`config.mk`:
```
export PLATFORM = sky130hd
export DESIGN_NAME = boot_run_ctrl
export DESIGN_NICKNAME = d
export VERILOG_FILES = /design/src/rtl/boot_run_ctrl.sv
export SDC_FILE = /design/constraint.sdc
export NUM_CORES = 1
export LEC_CHECK = 0
export BUFFER_PORTS_ARGS = -buffer_cell sky130_fd_sc_hd__buf_2
export CORE_MARGIN = 2
export CORE_UTILIZATION = 29
export CTS_BUF_LIST = sky130_fd_sc_hd__clkbuf_4 sky130_fd_sc_hd__clkbuf_8
export DETAILED_ROUTE_END_ITERATION = 8
export PLACE_DENSITY = 0.44
export SLEW_MARGIN = 15
export SYNTH_ARGS = -nofsm -noshare
export SYNTH_HDL_FRONTEND = slang
export SYNTH_SLANG_ARGS = --single-unit
export TNS_END_PERCENT = 5
```
`constraint.sdc`:
```
create_clock -name clk_i -period 3.1 [get_ports clk_i]
set_input_delay 0 -clock clk_i [delete_from_list [all_inputs] [get_ports clk_i]]
set_output_delay 0 -clock clk_i [all_outputs]
set_load 0.005 [all_outputs]
```
`src/rtl/boot_run_ctrl.sv`:
```
// Boot/run sequencer: loads a word-count-prefixed byte stream into instruction memory,
// then gates core commit for continuous run, single-step and halt.
module boot_run_ctrl #(
    parameter int ADDR_W  = 14,
    parameter int TIMEOUT = 1000000
) (
    input  logic              clk_i,
    input  logic              reset_i,
    input  logic              load_req_i,
    input  logic              run_req_i,
    input  logic              step_req_i,
    input  logic              halt_req_i,
    input  logic              rx_valid_i,
    input  logic [7:0]        rx_data_i,
    input  logic [31:0]       instr_i,
    output logic              cpu_en_o,
    output logic              cpu_rst_o,
    output logic              imem_we_o,
    output logic [ADDR_W-1:0] imem_addr_o,
    output logic [31:0]       imem_wdata_o,
    output logic [2:0]        state_o,
    output logic              load_done_o,
    output logic              load_err_o
);

    localparam logic [31:0] ECALL = 32'h0000_0073;
    localparam int          CNT_W = $clog2(TIMEOUT + 1);

    typedef enum logic [2:0] {
        IDLE      = 3'd0,
        LOAD_HDR  = 3'd1,
        LOAD_DATA = 3'd2,
        RUN       = 3'd3,
        STEP      = 3'd4,
        HALT      = 3'd5,
        ERR       = 3'd6
    } state_t;

    state_t            state_q, state_d;
    logic [1:0]        byte_idx_q, byte_idx_d;
    logic [15:0]       count_q, count_d;
    logic [23:0]       buf_q, buf_d;
    logic [CNT_W-1:0]  idle_q, idle_d;
    logic [ADDR_W-1:0] addr_q, addr_d;
    logic [31:0]       wdata_q, wdata_d;
    logic              we_q, we_d;
    logic              done_q, done_d;
    logic              err_q, err_d;

    logic              is_ecall;
    logic [15:0]       hdr_n;
    logic              last_word;

    assign is_ecall  = (instr_i == ECALL);
    assign hdr_n     = {rx_data_i, count_q[7:0]};
    // Compare in 32 bits so a full-depth image (N = 2^ADDR_W) terminates correctly.
    assign last_word = ((32'(addr_q) + 32'd1) == 32'(count_q));

    always_comb begin
        state_d    = state_q;
        byte_idx_d = byte_idx_q;
        count_d    = count_q;
        buf_d      = buf_q;
        idle_d     = idle_q;
        addr_d     = we_q ? addr_q + ADDR_W'(1) : addr_q;
        wdata_d    = wdata_q;
        we_d       = 1'b0;
        done_d     = 1'b0;
        err_d      = err_q;

        case (state_q)
            IDLE: begin
                if (load_req_i)      state_d = LOAD_HDR;
                else if (step_req_i) state_d = STEP;
                else if (run_req_i)  state_d = RUN;
            end
            LOAD_HDR, LOAD_DATA: begin
                if (load_req_i) begin
                    state_d = LOAD_HDR;
                end else if (rx_valid_i) begin
                    idle_d = '0;
                    if (state_q == LOAD_HDR) begin
                        if (byte_idx_q == 2'd0) begin
                            count_d[7:0] = rx_data_i;
                            byte_idx_d   = 2'd1;
                        end else begin
                            count_d    = hdr_n;
                            byte_idx_d = 2'd0;
                            if (hdr_n == 16'd0) begin
                                state_d = IDLE;
                                done_d  = 1'b1;
                            end else if (32'(hdr_n) > (32'd1 << ADDR_W)) begin
                                state_d = ERR;
                                err_d   = 1'b1;
                            end else begin
                                state_d = LOAD_DATA;
                                addr_d  = '0;
                            end
                        end
                    end else if (byte_idx_q == 2'd3) begin
                        we_d       = 1'b1;
                        wdata_d    = {rx_data_i, buf_q};
                        byte_idx_d = 2'd0;
                        if (last_word) begin
                            state_d = IDLE;
                            done_d  = 1'b1;
                        end
                    end else begin
                        buf_d[{byte_idx_q, 3'b000} +: 8] = rx_data_i;
                        byte_idx_d = byte_idx_q + 2'd1;
                    end
                end else if (idle_q == CNT_W'(TIMEOUT - 1)) begin
                    state_d = ERR;
                    err_d   = 1'b1;
                end else begin
                    idle_d = idle_q + CNT_W'(1);
                end
            end
            ERR: begin
                if (load_req_i) state_d = LOAD_HDR;
            end
            RUN: begin
                if (halt_req_i || is_ecall) state_d = HALT;
            end
            STEP: begin
                state_d = HALT;
            end
            HALT: begin
                if (load_req_i)      state_d = LOAD_HDR;
                else if (step_req_i) state_d = STEP;
                else if (run_req_i)  state_d = RUN;
            end
            default: state_d = IDLE;
        endcase

        // Any accepted load request restarts the header from a clean slate.
        if (state_d == LOAD_HDR && state_q != LOAD_HDR || (state_q == LOAD_HDR && load_req_i)) begin
            byte_idx_d = 2'd0;
            count_d    = '0;
            idle_d     = '0;
            addr_d     = '0;
            err_d      = 1'b0;
        end
    end

    always_ff @(posedge clk_i) begin
        if (reset_i) begin
            state_q    <= IDLE;
            byte_idx_q <= '0;
            count_q    <= '0;
            buf_q      <= '0;
            idle_q     <= '0;
            addr_q     <= '0;
            wdata_q    <= '0;
            we_q       <= 1'b0;
            done_q     <= 1'b0;
            err_q      <= 1'b0;
        end else begin
            state_q    <= state_d;
            byte_idx_q <= byte_idx_d;
            count_q    <= count_d;
            buf_q      <= buf_d;
            idle_q     <= idle_d;
            addr_q     <= addr_d;
            wdata_q    <= wdata_d;
            we_q       <= we_d;
            done_q     <= done_d;
            err_q      <= err_d;
        end
    end

    assign cpu_rst_o    = (state_q == IDLE) || (state_q == LOAD_HDR) ||
                          (state_q == LOAD_DATA) || (state_q == ERR);
    // An ecall is never committed, so the PC stays parked on it.
    assign cpu_en_o     = ((state_q == RUN) || (state_q == STEP)) && !is_ecall;
    assign imem_we_o    = we_q;
    assign imem_addr_o  = addr_q;
    assign imem_wdata_o = wdata_q;
    assign state_o      = state_q;
    assign load_done_o  = done_q;
    assign load_err_o   = err_q;

endmodule

```
==> results of run 1 <==
-- flip-flops by register name, summed over array words and instances (netlist names) --
register      count
imem_wdata_o     32
buf_q            24
idle_q           20
count_q          16
imem_addr_o      14
state_o           3
byte_idx_q        2
imem_we_o         1
load_done_o       1
load_err_o        1
-- repair_timing --
| item | CTS | global route |
|---|---|---|
| endpoints found under the setup margin | 0 | 1 |
| resized for setup | 0 | 1 |
| hold buffers | 10 | 0 |
| endpoints found under the hold margin | 50 | 0 |
-- worst paths after layout --
check / startpoint / end / slack, ns
setup / recovery: imem_addr_o[0]$_SDFF_PP0_ / state_o[1]$_SDFF_PP0_ / 0.40
setup reg to reg: imem_addr_o[0]$_SDFF_PP0_ / state_o[1]$_SDFF_PP0_ / 0.40
hold / removal: instr_i[0] / state_o[2]$_SDFF_PP0_ / 0.06
hold reg to reg: buf_q[23]$_SDFFE_PP0P_ / imem_wdata_o[23]$_SDFFE_PP0P_ / 0.44
-- cells in the final DEF (no fill, tap or decap), types with 21 or more instances in the layout --
cell,instances
nor2_1,22
nor4_1,50
nand2_1,116
buf_2,100
nor3_1,29
dfxtp_1,114
nand3_1,38
a21oi_1,69
xnor2_1,28
mux2i_1,21
-- report_power, final --
group          leakage [nW]  internal (mW)  total (mW)  switching (mW)
Clock                 0.213          0.763        1.49           0.725
Combinational          1.44          0.250       0.692           0.442
Sequential            0.919           1.49        1.55          0.0580
Total                  2.57           2.50        3.73            1.23
-- synth_stat cells (all sizes together), types with 5 or more instances --
cell     instances  area, sq um
and2             8         52.6
xor2            13          114
and4             5         43.8
mux2i           21          210
nand4           15         93.8
a21oi           69          345
dfxtp          114         2280
o21ai           17         85.1
nor3            31          155
nand3           38          190
nor3b            6         45.0
buf              7         45.0
or3             12         80.1
nor4            50          313
a2111oi          6         67.6
ha               7         87.6
nand2          116          435
inv             14         52.6
nor4b            6         52.6
nor2            22         82.6
clkbuf          48          180
xnor2           28          245
nand2b           9         71.3
-- metrics by stage --
step	hold WS (ns)	power (mW)	cell area, sq um
finish	0.0551	3.73	7040
global route	0.112	3.91	7040
CTS	0.0341	3.78	7030
detailed placement	0.319	2.27	6520
global placement	0.336	2.26	6520
floorplan	0.136	2.02	5790
-- per-layer routing --
layer  vias up  GRT usage, %
met5         -             0
met4         0          5.39
met3        17          4.21
met2       135          25.9
met1      2642          20.4
li1       2761             -
-- tightest hold or removal path, delay by kind of cell --
family | cells | cell delay [ns]
compound gates | 2 | 0.22
buf+inv | 1 | 0.09
simple gates | 2 | 0.13
-- kinds of logic (layout without fill, tap and decap cells) --
logic type,count (synthesis),in the layout,share of synthesized area [%]
XOR/XNOR,42,42,6.61
buffers and inverters,69,168,4.80
AND/OR/NAND/NOR,339,339,30.7
multiplexers,22,22,3.82
flip-flops,114,114,39.4
AO/OA/AOI/OAI,123,123,13.1
adder cells (fa/ha/maj),7,7,1.51
-- cell type report --
cell class / count / area [sq um] / share of cell area, %
Clock inverter: 14 / 166 / 2.36
Multi-Input combinational cell: 533 / 3250 / 46.2
Inverter: 14 / 52.6 / 0.747
Tap cell: 265 / 332 / 4.71
Timing Repair Buffer: 122 / 703 / 9.99
Clock buffer: 18 / 248 / 3.52
Sequential cell: 114 / 2280 / 32.4
==> results.yml, run 1 <==
run_status:
  status: "completed"
job:
  drv_cap: 0
power_and_ir_drop:
  power_density_mw_per_mm2: 530
  ir_drop_uv: 286
  leakagePower_nw: 2.57
synthesis:
  synth-edff-count: 0
  synthCells: 716
  yosysUniqueCellTypes: 63
  synth_area_per_cell_sq_um: 8.09
  yosys_warnings: 0
  synth.ff_latch_count: 114
  netlist_area_sq_mm: 0.00579
  synthArstFlopShare_pct: 0
  syn-num-nets: 770
  ys_seq_area_share_pct: 39.4
  synthFlopType: "dfxtp_1"
routing:
  route.detailed.wl_per_inst_um: 15.7
  wl_met3_um: 863
  via_per_inst: 5.14
  antenna_left: 0
  num_vias: 5555
  dr.pass1.iters: 5
  top_layer: "met4"
  met2_length_um: 7960
  drc_errors: 0
  drtIter0Drc: 230
  wirelength_met1_um: 7930
  wirelength_um: 16900
worst_hold_path:
  hold_depth: 5
  hold_class: "in2reg"
die:
  core_sq_mm: 0.0195
  ios: 101
  die-area_sq_mm: 0.0211
  die_y_um: 145
  start_util_pct: 29.7
  rows: 51
  die_x_um: 145
worst_setup_path:
  crit_family: "simple AND/OR/NAND/NOR gates"
  path_depth: 7
  crit_required_ns: 3.43
  crit_arrival_ns: 3.03
  crit_path_cell_trace: "ha_1 -> nand3_1 -> nor3_2 -> xor2_1 -> a221o_1 -> nor4b_1 -> o21ai_1"
  critPathSlowestCell: "dfxtp_1"
  max_stage_delay_ns: 0.48
  worstSetupEndpointType: "register"
  critical_path_class: "reg2reg"
  cp-start-kind: "register"
  worstRegToRegCells: 7
  path_buf_inv: 0
  cp_max_fo: 11
final_layout:
  final_core_util_pct: 36.0
  fillers: 2082
  layout.nets: 856
  diodes: 0
  final_cells: 1080
  area_growth_pct: 21.5
  drive_gt1_share_pct: 19.6
sta:
  relSlewSlack_pct: 41.9
  setup_tns_ns: 0
  final.setup.worst_slack_ns: 0.402
  setup-violations-final: 0
  max_freq_mhz: 371
  min_period_ns: 2.70
  post-route-period-util_pct: 87.0
  tightest_slew_ns: 0.869
  slew_viol_final: 0
  rsz0062_at_grt: "no"
  hold_viol: 0
  fin_skew_ns: 0.0149
global_routing:
  grt_pass1_wl_um: 27300
  grtUsageTotal_pct: 15.9
  grt-ovfl-total: 0
  grt_pass1_vias: 5470
  grt_max_degree: 57
  antenna_found_initial: 0
clocking:
  clk_latency_ns: 0.46
  root_buffer: "clkbuf_8"
  clk_pin_slew_worst_paths_ns: 0.08
  htree_num_levels: 4
  cts_sinks: 114
  post_cts_buffers: 0
  cts_buffer_depth: 2
  cts_buffers: 17
  cts_tree: "built"
placed_design:
  dp.cells: 1038
  io_buffers: 100
  post-dp-hpwl_um: 11800
  place_congestion: 0.820
  place_ws_ns: 0.248
(Power assumes the default switching activity.)
==> run 2: changes to the inputs <==
Settings changed: MAX_ROUTING_LAYER set to met4, REMOVE_ABC_BUFFERS set to 1.
==> run 2 against run 1 <==
Cell count grew 0.28%. Critical path depth is the same. Register-to-register slack is essentially flat. Non-clock buffer count grew 3.
==> results.yml, run 2 (synthesized netlist as in run 1, its figures left out) <==
sta:
  rsz0062_at_grt: "no"
  relSlewSlack_pct: 36.0
  min_period_ns: 2.70
  tightest_slew_ns: 0.957
  setup-violations-final: 0
  fin_skew_ns: 0.0111
  slew_viol_final: 0
  final.setup.worst_slack_ns: 0.396
  hold_viol: 0
  max_freq_mhz: 370
  post-route-period-util_pct: 87.2
clocking:
  cts_tree: "built"
  root_buffer: "clkbuf_8"
  htree_num_levels: 4
  cts_buffers: 17
  cts_buffer_depth: 2
  cts_sinks: 114
  clk_pin_slew_worst_paths_ns: 0.08
  clk_latency_ns: 0.44
global_routing:
  grt_pass1_vias: 5379
  grt-ovfl-total: 0
  grtUsageTotal_pct: 16.5
  grt_max_degree: 60
  antenna_found_initial: 0
  grt_pass1_wl_um: 27600
routing:
  dr.pass1.iters: 4
  drc_errors: 0
  wirelength_um: 16900
  via_per_inst: 5.11
  drtIter0Drc: 325
  antenna_left: 0
  route.detailed.wl_per_inst_um: 15.6
  num_vias: 5530
power_and_ir_drop:
  swShare_pct: 33.5
  p_total_mw: 3.59
  p_comb_share_pct: 19.3
  ir_drop_uv: 263
  pwr-share-seq_pct: 42.8
  p_sw_mw: 1.20
  p_clk_share_pct: 37.9
  leakagePower_nw: 2.57
  internal_power_mw: 2.39
  power_density_mw_per_mm2: 511
placed_design:
  placed_cell_area_sq_mm: 0.00654
  dp.cells: 1041
  place_congestion: 0.820
  io_buffers: 100
  post-dp-hpwl_um: 12000
  place_ws_ns: 0.283
worst_setup_path:
  critical_path_class: "reg2reg"
  worstSetupEndpointType: "register"
  max_stage_delay_ns: 0.49
  path_buf_inv: 0
  cp_max_fo: 11
  critPathSlowestCell: "dfxtp_1"
  crit_arrival_ns: 3.02
  crit_family: "simple AND/OR/NAND/NOR gates"
  cp-start-kind: "register"
  crit_required_ns: 3.42
  crit_path_cell_trace: "ha_2 -> nand3_1 -> nor3_1 -> xor2_1 -> a221o_1 -> nor4b_1 -> o21ai_1"
final_layout:
  final_cells: 1083
  drive_gt1_share_pct: 19.9
  mostFrequentLayoutCell: "nand2_1"
  regArea_sq_mm: 0.00228
  fillers: 2090
  layout_common_cells: "nand2_1, dfxtp_1, buf_2"
  largest_reg_flops: 32
  finalInstanceArea_sq_mm: 0.00703
  area_growth_pct: 21.3
  multi_input_area_sq_mm: 0.00325
  diodes: 0
  layout.nets: 859
die:
  core_sq_mm: 0.0195
  die_x_um: 145
  rows: 51
  die_y_um: 145
  ios: 101
  start_util_pct: 29.7
  die-area_sq_mm: 0.0211
run_status:
  status: "completed"
worst_hold_path:
  hold_class: "in2reg"
job:
  drv_cap: 0
[run 2: cell types whose count changed in the layout (fill, tap and decap cells not counted), sizes merged]
cell,previous run,this run
inv,22,20
bufinv,2,1
clkbuf,18,17
buf,112,115
clkinv,4,8
[run 2: worst paths after layout]
check / startpoint / slack [ns] / depth (start not counted) / to
worst max-delay path: imem_addr_o[0]$_SDFF_PP0_ / 0.40 / 7 / state_o[1]$_SDFF_PP0_
worst min-delay path: rx_valid_i / 0.07 / 4 / state_o[0]$_SDFF_PP0_
worst max register to register: imem_addr_o[0]$_SDFF_PP0_ / 0.40 / 7 / state_o[1]$_SDFF_PP0_
worst min register to register: imem_wdata_o[11]$_SDFFE_PP0P_ / 0.45 / 2 / imem_wdata_o[11]$_SDFFE_PP0P_
[run 2: timing repair]
action	4_1_cts	5_1_grt
endpoints found under the hold margin	52	0
setup buffers	0	0
hold buffers	10	0
resized for setup	0	1
setup endpoints to repair	0	1
[run 2: layer usage]
metal / vias to the layer above / GRT usage [%] / wire [um]
li1: 2763 / - / -
met1: 2606 / 21.3 / 8010
met2: 145 / 25.5 / 7840
met3: 16 / 3.65 / 832
met4: 0 / 5.44 / 194
met5: - / - / 0
[run 2: power groups by stage]
stage / registers (mW) / logic (mW) / clock network, mW
CTS: 1.54 / 0.695 / 1.41
finish: 1.54 / 0.693 / 1.36
global placement: 1.57 / 0.674 / 0
detailed placement: 1.57 / 0.681 / 0
global route: 1.54 / 0.765 / 1.47
floorplan: 1.58 / 0.369 / 0
[run 2: cell type report]
class                           count  area share (%)
Tap cell                          265            4.72
Inverter                           14           0.748
Timing Repair Buffer              125            10.3
Clock buffer                       17            3.33
Sequential cell                   114            32.5
Clock inverter                     15            2.14
Multi-Input combinational cell    533            46.3
[run 2: stage by stage]
stage               setup TNS, ns  hold slack (ns)  util, %
CTS                             0           0.0390     36.0
global placement                0            0.358     33.5
global route                    0           0.0834     36.0
detailed placement              0            0.360     33.5
finish                          0           0.0712     36.0
floorplan                  -10.64           0.0691        -
[run 2: worst min-delay path, delay by kind of cell]
family | cells | cell delay [ns]
compound gates | 3 | 0.33
buf+inv | 1 | 0.15
